`src/rtl/wash_program_timer.sv`:
```
// wash_program_timer
// Wash-program sequencer and countdown timer. Holds the selected wash mode,
// walks the WASH/RINSE/(DRAIN)/SPIN phases on the 1 Hz tick and reports the
// total remaining seconds plus a completion flag to the controller.
//
// Optional build macro: WASH_DRAIN_EN inserts a 5 s DRAIN phase between
// RINSE and SPIN for every mode except spin-only.
module wash_program_timer (
  input  logic       clk,
  input  logic       reset,
  input  logic       tick_1hz,
  input  logic       power_light,
  input  logic [1:0] run_state,
  input  logic       model_choose,
  output logic [1:0] mode,
  output logic [2:0] phase,
  output logic [6:0] rest_time,
  output logic       finish
);

  typedef enum logic [2:0] {
    PH_IDLE  = 3'd0,
    PH_WASH  = 3'd1,
    PH_RINSE = 3'd2,
    PH_DRAIN = 3'd3,
    PH_SPIN  = 3'd4,
    PH_DONE  = 3'd5
  } phase_e;

`ifdef WASH_DRAIN_EN
  localparam logic [6:0] DRAIN_S = 7'd5;
`else
  localparam logic [6:0] DRAIN_S = 7'd0;
`endif

  // Duration in seconds of one phase of a given mode (0 = phase skipped).
  function automatic logic [6:0] phase_dur(input logic [1:0] m, input phase_e p);
    phase_dur = 7'd0;
    case (p)
      PH_WASH: begin
        case (m)
          2'd0:    phase_dur = 7'd30;
          2'd1:    phase_dur = 7'd15;
          2'd2:    phase_dur = 7'd45;
          default: phase_dur = 7'd0;
        endcase
      end
      PH_RINSE: begin
        case (m)
          2'd0:    phase_dur = 7'd20;
          2'd1:    phase_dur = 7'd10;
          2'd2:    phase_dur = 7'd30;
          default: phase_dur = 7'd0;
        endcase
      end
      PH_DRAIN: begin
        phase_dur = (m == 2'd3) ? 7'd0 : DRAIN_S;
      end
      PH_SPIN: begin
        case (m)
          2'd0:    phase_dur = 7'd10;
          2'd1:    phase_dur = 7'd5;
          2'd2:    phase_dur = 7'd20;
          default: phase_dur = 7'd15;
        endcase
      end
      default: phase_dur = 7'd0;
    endcase
  endfunction

  // Whole-program length of a mode; this is what rest_time shows while idle.
  function automatic logic [6:0] mode_total(input logic [1:0] m);
    mode_total = phase_dur(m, PH_WASH) + phase_dur(m, PH_RINSE)
               + phase_dur(m, PH_DRAIN) + phase_dur(m, PH_SPIN);
  endfunction

  // First phase after p with a nonzero duration; DONE once SPIN is behind us.
  // Starting from IDLE this yields the program's first real phase.
  function automatic phase_e next_phase(input logic [1:0] m, input phase_e p);
    phase_e cand;
    next_phase = PH_DONE;
    for (int i = 4; i >= 1; i--) begin
      cand = phase_e'(i[2:0]);
      if ((i > int'(p)) && (phase_dur(m, cand) != 7'd0)) begin
        next_phase = cand;
      end
    end
  endfunction

  logic [1:0] mode_q, mode_d;
  phase_e     phase_q, phase_d;
  logic [6:0] rest_time_q, rest_time_d;
  logic [6:0] phase_left_q, phase_left_d;
  logic       finish_q, finish_d;
  logic       key_q, key_d;

  logic       key_edge;
  logic       run_go;
  logic       run_idle;
  phase_e     step_phase;

  assign key_edge   = model_choose & ~key_q;
  assign run_go     = (run_state == 2'b01);
  assign run_idle   = (run_state == 2'b00) || (run_state == 2'b11);
  assign step_phase = next_phase(mode_q, phase_q);

  // Next-state logic: power-off beats abort, abort beats tick counting.
  always_comb begin
    mode_d       = mode_q;
    phase_d      = phase_q;
    rest_time_d  = rest_time_q;
    phase_left_d = phase_left_q;
    finish_d     = finish_q;
    // Key is always tracked so a key held through power-up gives no edge.
    key_d        = model_choose;

    if (!power_light) begin
      phase_d      = PH_IDLE;
      rest_time_d  = mode_total(mode_q);
      phase_left_d = 7'd0;
      finish_d     = 1'b0;
    end else begin
      case (phase_q)
        PH_IDLE: begin
          finish_d     = 1'b0;
          phase_left_d = 7'd0;
          if (run_go) begin
            // Start cycle: the tick of this cycle is deliberately not counted.
            phase_d      = step_phase;
            phase_left_d = phase_dur(mode_q, step_phase);
            rest_time_d  = mode_total(mode_q);
          end else if (run_idle) begin
            if (key_edge) begin
              mode_d = mode_q + 2'd1;
            end
            rest_time_d = mode_total(mode_d);
          end
        end

        PH_WASH, PH_RINSE, PH_DRAIN, PH_SPIN: begin
          if (run_idle) begin
            phase_d      = PH_IDLE;
            rest_time_d  = mode_total(mode_q);
            phase_left_d = 7'd0;
            finish_d     = 1'b0;
          end else if (run_go && tick_1hz) begin
            // phase_left and rest_time are never 0 here, so no underflow.
            rest_time_d = rest_time_q - 7'd1;
            if (phase_left_q == 7'd1) begin
              // SPIN's last second is also rest_time's last second.
              phase_d      = step_phase;
              phase_left_d = phase_dur(mode_q, step_phase);
              finish_d     = (step_phase == PH_DONE);
            end else begin
              phase_left_d = phase_left_q - 7'd1;
            end
          end
        end

        PH_DONE: begin
          if (run_idle) begin
            phase_d     = PH_IDLE;
            rest_time_d = mode_total(mode_q);
            finish_d    = 1'b0;
          end else begin
            rest_time_d = 7'd0;
            finish_d    = 1'b1;
          end
          phase_left_d = 7'd0;
        end

        default: begin
          // Unused encodings fall back to a clean idle state.
          phase_d      = PH_IDLE;
          rest_time_d  = mode_total(mode_q);
          phase_left_d = 7'd0;
          finish_d     = 1'b0;
        end
      endcase
    end
  end

  // State registers with synchronous active-low reset.
  always_ff @(posedge clk) begin
    if (!reset) begin
      mode_q       <= 2'd0;
      phase_q      <= PH_IDLE;
      rest_time_q  <= mode_total(2'd0);
      phase_left_q <= 7'd0;
      finish_q     <= 1'b0;
      key_q        <= 1'b0;
    end else begin
      mode_q       <= mode_d;
      phase_q      <= phase_d;
      rest_time_q  <= rest_time_d;
      phase_left_q <= phase_left_d;
      finish_q     <= finish_d;
      key_q        <= key_d;
    end
  end

  assign mode      = mode_q;
  assign phase     = phase_q;
  assign rest_time = rest_time_q;
  assign finish    = finish_q;

endmodule
```
`config.mk`:
```
export PLATFORM = sky130hd
export DESIGN_NAME = wash_program_timer
export DESIGN_NICKNAME = d
export VERILOG_FILES = /design/src/rtl/wash_program_timer.sv
export SDC_FILE = /design/constraint.sdc
export NUM_CORES = 1
export LEC_CHECK = 0
export ABC_CLOCK_PERIOD_IN_PS = 3050
export CAP_MARGIN = 40
export CORE_MARGIN = 5
export CORE_UTILIZATION = 57
export CTS_CLUSTER_SIZE = 40
export DETAILED_ROUTE_END_ITERATION = 8
export MAX_ROUTING_LAYER = met4
export PLACE_DENSITY = 0.89
export SLEW_MARGIN = 40
export SYNTH_ARGS = -nofsm -noshare
export SYNTH_HDL_FRONTEND = slang
export SYNTH_SLANG_ARGS = --single-unit
```
`constraint.sdc`:
```
create_clock -name clk -period 3.05 [get_ports clk]
set_clock_uncertainty 0.15 [all_clocks]
set_input_delay 0.305 -clock clk [delete_from_list [all_inputs] [get_ports clk]]
set_output_delay 0.305 -clock clk [all_outputs]
set_load 0.03 [all_outputs]
```
==> results of run 1 <==
## cells by family (layout without fill, tap and decap cells)
group,count (synthesis),count (layout),synth area share (%)
XOR/XNOR,10,10,4.80
buffers and inverters,28,40,6.59
flip-flops,21,21,23.1
adder cells (fa/ha/maj),14,14,10.0
AND/OR/NAND/NOR,83,83,25.0
AO/OA/AOI/OAI,79,79,27.8
multiplexers,5,5,2.75
## cells in the mapped netlist, types with 2 or more instances
master | n | share of area [%]
xnor2_1 | 8 | 3.8
mux2i_1 | 5 | 2.7
nand3_1 | 7 | 1.9
o21ai_1 | 3 | 0.82
nand4_1 | 4 | 1.4
nor3_2 | 2 | 1.1
a221oi_1 | 2 | 0.96
a21oi_1 | 19 | 5.2
a31oi_1 | 8 | 2.7
dfxtp_1 | 21 | 23
and3_1 | 3 | 1.0
nor4bb_1 | 2 | 1.1
xor2_1 | 2 | 0.96
nor3b_1 | 2 | 0.82
nor2_1 | 19 | 3.9
a22oi_1 | 3 | 1.2
and2_1 | 3 | 1.0
buf_2 | 3 | 0.82
nand2b_1 | 2 | 0.69
nand2_1 | 17 | 3.5
o21ai_0 | 18 | 4.9
clkbuf_1 | 8 | 1.6
inv_1 | 14 | 2.9
o22ai_1 | 4 | 1.4
a21o_1 | 2 | 0.82
nor2b_1 | 4 | 1.4
nor4_2 | 2 | 1.4
nor3_1 | 7 | 1.9
o211ai_1 | 3 | 1.2
ha_1 | 13 | 8.9
o31ai_1 | 3 | 1.2
## metrics by stage
stage | hold slack (ps) | utilization (%) | power [mW]
global route | 348 | 67.2 | 0.679
CTS | 318 | 67.2 | 0.643
finish | 315 | 67.2 | 0.650
floorplan | 277 | - | 0.449
detailed placement | 301 | 66.3 | 0.505
global placement | 291 | 66.3 | 0.502
## power by group through the flow
stage	combinational, mW	sequential [mW]	clock (mW)
after floorplan	0.127	0.322	0
after global placement	0.194	0.308	0
after detailed placement	0.196	0.309	0
after CTS	0.197	0.303	0.143
after global routing	0.218	0.306	0.155
final	0.199	0.304	0.147
## registers in the layout, indices dropped and copies added (netlist names)
name          cells
key_q             1
phase_left_q      7
phase             3
rest_time         7
finish            1
mode              2
## worst max-delay path: stages, from the launching register on
cell and delay, ps:
dfxtp_1 530, inv_1 210, ha_1 330, nor2_1 180, nor2_1 60, ha_1 280
nand2_1 60, fa_1 470, inv_1 40, a221oi_1 280, o21ai_1 90
## cell type report
class,count,area [sq um]
tap,44,55.1
sequential,21,420
timing repair buffer,22,213
clock inverter,1,5.00
inverter,14,52.6
multi-input combinational,191,1280
clock buffer,3,22.5
fill,264,1000
## worst paths after layout
| path | to | slack (ps) | depth (start not counted) |
|---|---|---|---|
| max | rest_time[2] | 260 | 10 |
| min | finish | 310 | 2 |
| max reg2reg | rest_time[2] | 260 | 10 |
| min reg2reg | finish | 310 | 2 |
## layer usage
metal  GRT usage [%]  part of all wire, %  up-vias
met5               -                    0        -
met4            7.61                  2.3        0
met3            2.70                  8.1       13
met2            35.0                   46       98
met1            31.7                   44      858
li1                -                    -      897
==> impl_metrics.json, run 1 <==
{
  "slew_viol_final": 0,
  "drive_gt1_share_pct": 6.35,
  "synthFlopType": "dfxtp_1",
  "ios": 20,
  "synth_seq_cells": 21,
  "fin_crit_ps": 2790,
  "final_common_cell": "dfxtp_1",
  "setup_viol": 0,
  "clk_pin_slew_worst_paths_ps": 140,
  "cts_resized": 0,
  "holdCritStartpoint": "finish",
  "seq_area_frac_synth_pct": 23.1,
  "power.density_nw_per_um2": 317,
  "row_count": 20,
  "fp.dieH_um": 66.6,
  "arrival_ps": 2840,
  "globalplace.congestion": 0.929,
  "critical_path_class": "flip-flop to flip-flop",
  "via_count": 1866,
  "clock_power_share_pct": 22.6,
  "max-slew-margin-rel_pct": 59.2,
  "drt.antenna.violating_nets": 0,
  "fmaxAchievable_mhz": 358,
  "drv_cap": 0,
  "nets": 274,
  "cp-startpoint": "mode[0]",
  "instances_no_fill": 296,
  "coreArea_sq_um": 3050,
  "place_inst": 292,
  "dp_hpwl_um": 3480,
  "grt_first_pass_wirelength_um": 7890,
  "portBuffers": 19,
  "seqPwrFrac_pct": 46.7,
  "htree_levels": 1,
  "finalSetupTns_ps": 0,
  "r2r-start": "mode[0]",
  "peakVddDrop_mv": 0.133,
  "worst_skew_pair.late_latency_ps": 310,
  "synth_edf_count": 0,
  "crit_path_start_kind": "flip-flop",
  "synth.net_count": 261,
  "synthToLayoutAreaGrowth_pct": 12.5,
  "drt-pass1-iter-count": 6,
  "syn_area_per_cell_sq_um": 7.60,
  "p_switching_uw": 229,
  "status": "finished clean",
  "power_frac_comb_pct": 30.7,
  "gr-total-overflow": 0,
  "initial_utilization_pct": 59.7,
  "cts_max_path_buffers": 2,
  "pre_cts_ws_ps": 298,
  "die_area_sq_um": 4430,
  "numClockSinks": 21,
  "rsz0062_at_grt": "false",
  "endpoint_kind": "flip-flop",
  "crit_required_ps": 3100,
  "swShare_pct": 35.2,
  "ys.warnings.count": 0,
  "drtIter0Drc": 341,
  "numCtsBuffers": 3,
  "die_w_um": 66.6,
  "netlist_area_sq_um": 1820,
  "worstMarginPinSlew_ps": 611,
  "synth_cells": 240,
  "grt_max_degree": 23,
  "hold_class": "flip-flop to flip-flop",
  "cts_setup_buffers": 0,
  "routed_wl_um": 4640,
  "drc": 0,
  "setup_slack_ps": 259,
  "leakagePower_nw": 0.724,
  "wl_per_cell_um": 15.7,
  "cts_hold_buffers": 0,
  "async_flop_share_pct": 0,
  "cts_tree": "built",
  "n_antenna_cell": 0,
  "antenna_found_initial": 0,
  "design_area_sq_um": 2050,
  "internal_power_uw": 421,
  "hold_violations": 0,
  "cts_root_buf": "clkbuf_4",
  "vias_per_cell": 6.30,
  "place_area_sq_um": 2020,
  "synth.distinct_cells": 58,
  "final_cell_mix": "dfxtp_1 (21), nor2_1 (19), a21oi_1 (19), clkdlybuf4s50_1 (19), o21ai_0 (18)",
  "grtUsageTotal_pct": 23.1,
  "critPathMaxFanout": 10,
  "grt_pass1_vias": 1696,
  "period_share_pct": 91.5
}
Power figures use the tool's default switching activity.
==> inputs of run 2 (changes only) <==
--- a/config.mk
+++ b/config.mk
@@ -6,7 +6,7 @@
 export NUM_CORES = 1
 export LEC_CHECK = 0
 export ABC_CLOCK_PERIOD_IN_PS = 3050
-export CAP_MARGIN = 40
+export CAP_MARGIN = 20
 export CORE_MARGIN = 5
 export CORE_UTILIZATION = 57
 export CTS_CLUSTER_SIZE = 40
==> results of run 2 <==
The final DEF is identical to that of run 1; final timing and power are the same.
